## config.mk

```make
export PLATFORM = sky130hd
export DESIGN_NAME = pow2_multiplier
export DESIGN_NICKNAME = d
export VERILOG_FILES = /design/src/rtl/pow2_multiplier.sv
export SDC_FILE = /design/constraint.sdc
export NUM_CORES = 1
export LEC_CHECK = 0
export CORE_ASPECT_RATIO = 2
export CORE_MARGIN = 2
export CORE_UTILIZATION = 34
export DETAILED_ROUTE_END_ITERATION = 16
export DONT_BUFFER_PORTS = 1
export GPL_ROUTABILITY_DRIVEN = 0
export GPL_TIMING_DRIVEN = 0
export PLACE_DENSITY = 0.48
export SYNTH_ARGS = -nofsm -noshare
export SYNTH_HDL_FRONTEND = slang
export SYNTH_SLANG_ARGS = --single-unit
```

## constraint.sdc

```tcl
create_clock -name clk -period 1.3 [get_ports clk]
set_input_delay 0.13 -clock clk [delete_from_list [all_inputs] [get_ports clk]]
set_output_delay 0.13 -clock clk [all_outputs]
set_load 0.01 [all_outputs]
```

## src/rtl/pow2_multiplier.sv

```systemverilog
// Sequential saturating power-of-two multiplier: out = min(in << n, all-ones),
// one left shift per clock, valid/ready handshakes on both sides.
module pow2_multiplier #(
  parameter int unsigned WIDTH = 8,
  parameter int unsigned NW    = 4
) (
  input  logic             clk,
  input  logic             rst_n,
  input  logic             in_valid,
  output logic             in_ready,
  input  logic [WIDTH-1:0] in,
  input  logic [NW-1:0]    n,
  output logic             out_valid,
  input  logic             out_ready,
  output logic [WIDTH-1:0] out,
  output logic             sat
);

  typedef enum logic [1:0] {
    StIdle,
    StShift,
    StDone
  } state_e;

  state_e           r_state;
  state_e           w_state_d;
  logic [WIDTH-1:0] r_acc;
  logic [WIDTH-1:0] w_acc_d;
  logic [NW-1:0]    r_cnt;
  logic [NW-1:0]    w_cnt_d;
  logic             r_sat;
  logic             w_sat_d;
  logic             w_accept;
  logic             w_msb;

  assign w_accept = in_valid && in_ready;
  assign w_msb    = r_acc[WIDTH-1];

  always_ff @(posedge clk) begin
    if (!rst_n) begin
      r_state <= StIdle;
    end else begin
      r_state <= w_state_d;
    end
  end

  always_comb begin
    w_state_d = r_state;
    unique case (r_state)
      StIdle: begin
        if (w_accept) begin
          w_state_d = ((n == '0) || (in == '0)) ? StDone : StShift;
        end
      end
      StShift: begin
        // A set MSB means the next shift would overflow, so clamp now.
        if (w_msb || (r_cnt == NW'(1))) begin
          w_state_d = StDone;
        end
      end
      StDone: begin
        if (out_ready) begin
          w_state_d = StIdle;
        end
      end
      default: w_state_d = StIdle;
    endcase
  end

  always_comb begin
    in_ready  = rst_n && (r_state == StIdle);
    out_valid = (r_state == StDone);
    out       = r_acc;
    sat       = r_sat;
  end

  always_comb begin
    w_acc_d = r_acc;
    w_cnt_d = r_cnt;
    w_sat_d = r_sat;
    if (r_state == StIdle) begin
      if (w_accept) begin
        w_acc_d = in;
        w_cnt_d = n;
        w_sat_d = 1'b0;
      end
    end else if (r_state == StShift) begin
      if (w_msb) begin
        w_acc_d = '1;
        w_sat_d = 1'b1;
      end else begin
        w_acc_d = r_acc << 1;
        w_cnt_d = r_cnt - NW'(1);
      end
    end
  end

  always_ff @(posedge clk) begin
    if (!rst_n) begin
      r_acc <= '0;
      r_cnt <= '0;
      r_sat <= 1'b0;
    end else begin
      r_acc <= w_acc_d;
      r_cnt <= w_cnt_d;
      r_sat <= w_sat_d;
    end
  end

endmodule

```

==> results by group <==
Detailed routing
  • 1st-iter DRT viols: 42
  • Vias post-DR: 936
  • DR vias/cell: 6.158
  • First-pass DRT Iterations: 4
  • Wirelength per Cell: 19.83 um
  • Routed Antenna Nets: 0
  • Total wire length: 3014 um
  • DRC viols: 0

Clock network
  • Root buf cell: clkbuf_8
  • CTS tree: done
  • Worst-path clk slew: 0.07 ns
  • Depth of the CTS H-tree: 1
  • Worst-skew pair later-pin latency: 0.25 ns
  • Clk sinks: 15
  • CTS hold repair buffers: 0
  • Inserted Clock Buffers: 3
  • Clock Path Buffers: 2

STA
  • Final number of setup-violating endpoints: 11
  • Clock skew: 0.001266 ns
  • Final Hold Slack: 0.07694 ns
  • Final period utilization: 104.5%
  • Crit path time final: 1.358 ns
  • Final Max Tran Viols: 0
  • Worst-Margin Slew: 0.6214 ns
  • Relative slew slack: 58.57%
  • Final hold vios: 0
  • RSZ-0062 raised after global routing: true
  • Maximum clock rate: 736.3 MHz
  • Fin worst setup slack: -0.05818 ns

Worst setup path
  • Crit-path slowest cell: dfxtp_4
  • CP required: 1.48 ns
  • FF-to-FF End: out[2]
  • Crit-path cells: buf_6 > or3b_1 > a211o_1 > a21oi_1
  • CP arrival: 1.54 ns
  • Crit-path max FO: 10
  • Crit path to: out[2]
  • Crit path from: r_state[0]
  • Reg2reg setup slack: -0.06 ns
  • Worst reg2reg startpoint: r_state[0]
  • Setup crit start kind: flip-flop
  • Crit Path Class: reg -> reg
  • Register-to-Register Path Depth: 4
  • Critical Path Max Stage Delay: 0.38 ns
  • CP Capture Type: flip-flop

Layout
  • Area grow syn2layout: 20.57%
  • Final Cell Area: 1166 um^2
  • N_diodes: 0
  • Nets@finish: 142
  • Share of layout cells above drive strength 1: 25.20%
  • Finished Layout Cells: 152
  • Commonest cells after routing, fill and taps aside: dfxtp_1 (13), o21ai_0 (12), a21oi_1 (10), or3b_1 (7), o22ai_1 (7)
  • Most common cell after layout, fill and taps aside: dfxtp_1

Synthesis
  • Post-Syn Instances: 115
  • Syn Nets: 133
  • Mean post-synth cell area: 8.410 um^2
  • Synth warn: 0
  • Synth cell types: 32
  • Mapped cell area: 967.2 um^2
  • Post-synthesis sequential area ratio: 31.05%
  • Synthesized flop and latch total: 15

Die
  • Top Ports: 27
  • Core ar.: 2736 um^2
  • Die area: 3313 um^2
  • Die height: 79.43 um
  • Die width: 41.72 um
  • Std-Cell Rows: 27
  • Initial Util: 35.35%

GRT
  • Pin count of the biggest net entering global routing: 11
  • Vias in the first global route: 959
  • Initial antenna violation count: 0
  • Overall Global Routing Usage: 18.63%
  • First-pass GRT wire length: 4643 um
  • GRT Residual Overflow: 0

Outcome
  • Failing checks: setup timing
  • Outcome: finished, violations left

Power
  • VDD IR max: 0.6077 mV
  • Power Total: 0.001670 W
  • P_leak: 0.4401 nW
  • PwrDens: 1432 nW/um^2

Place
  • Area post-placement: 1011 um^2
  • Inst Count DP: 144
  • Dpl hpwl: 2152 um
  • Port buffer count: 0

Flow run
  • Max-Cap Viols: 0

Worst hold path
  • Hold Crit Depth: 3
  • Hold WC Path Type: in -> reg
## power breakdown
| part | internal [W] | switching (W) | total, W |
|---|---|---|---|
| clock network | 0.000218 | 0.000184 | 0.000402 |
| registers | 0.000532 | 0.0000998 | 0.000632 |
| logic | 0.000310 | 0.000325 | 0.000636 |
| total | 0.00106 | 0.000609 | 0.00167 |
## state kept, by name, summed over array words and instances, names as in the netlist
name and flops:
sat 1, r_cnt 4, out 8, r_state 2
## critical path: cells and delay by family, from the launching register on
| family | cells | cell delay [ns] |
|---|---|---|
| simple gates | 1 | 0.35 |
| buf+inv | 1 | 0.14 |
| compound gates | 2 | 0.40 |
| flops | 1 | 0.38 |
## how the worst min path moves through the flow
stage                     startpoint         end  slack, ns
after floorplan            out_ready  r_state[1]       0.32
after global placement     out_ready  r_state[1]       0.34
after detailed placement   out_ready  r_state[1]       0.36
after CTS                  out_ready  r_state[1]       0.09
after global routing       out_ready  r_state[1]        0.1
final                      out_ready  r_state[1]       0.08
## stage by stage
step           utilization (%)  TNS [ns]  worst slack [ns]
2_1_floorplan                -         0          0.007093
3_3_place_gp             36.95    -2.828           -0.3144
3_5_place_dp             36.95    -2.978           -0.3204
4_1_cts                  39.83   -0.2718          -0.04443
5_1_grt                  42.62   -0.9947           -0.1122
6_report                 42.62   -0.3181          -0.05818
## Yosys cell counts
library cell	instances	area share [%]
a221oi_1	1	0.91
nor2_1	4	1.6
a211oi_1	3	2.3
inv_1	5	1.9
nor2b_1	3	1.9
o32ai_1	2	1.8
buf_2	3	1.6
o22ai_1	7	4.5
mux2i_1	2	2.1
buf_6	2	2.3
nor3_1	2	1.0
ha_1	2	2.6
o22a_1	1	0.91
a2bb2oi_1	1	0.91
or4_1	1	0.78
or3b_1	7	6.3
mux2_1	1	1.2
or2_2	1	0.65
nand2_1	4	1.6
o21bai_1	1	0.78
clkbuf_1	5	1.9
nor3b_4	1	1.9
and4bb_2	1	1.3
nor4_1	5	3.2
buf_4	1	0.78
a211o_1	6	5.4
a21oi_1	12	6.2
dfxtp_1	15	31
o211a_1	1	1.0
o21ai_0	12	6.2
nand4bb_1	1	1.2
o311a_1	2	2.1
## metal layers
layer  track usage, %  wire [um]
met3            3.620        136
met2            35.63       1754
met5                0          0
met4            8.387         78
met1            18.58       1044
## kinds of logic (layout without fill, tap and decap cells)
kind of cell | Yosys count | count (layout) | synth area share, %
buffers and inverters | 16 | 24 | 8.538
AO/OA/AOI/OAI | 49 | 49 | 33.12
AND/OR/NAND/NOR | 30 | 30 | 21.47
adder cells (fa/ha/maj) | 2 | 2 | 2.587
multiplexers | 3 | 3 | 3.234
flip-flops | 15 | 15 | 31.05
## layout make-up
| class | instances | area [um^2] |
|---|---|---|
| Fill cell | 293 | 1570 |
| Multi-Input combinational cell | 84 | 641.9 |
| Sequential cell | 15 | 307.8 |
| Buffer | 10 | 75.07 |
| Clock buffer | 4 | 45.04 |
| Timing Repair Buffer | 5 | 41.29 |
| Tap cell | 29 | 36.28 |
| Inverter | 5 | 18.77 |
## what timing repair did
action,4_1_cts,5_1_grt
setup buffers,0,4
pin swaps,3,3
endpoints found under the setup margin,17,15
gates cloned,0,1
gates resized for setup,14,12
(Power assumes the default switching activity.)
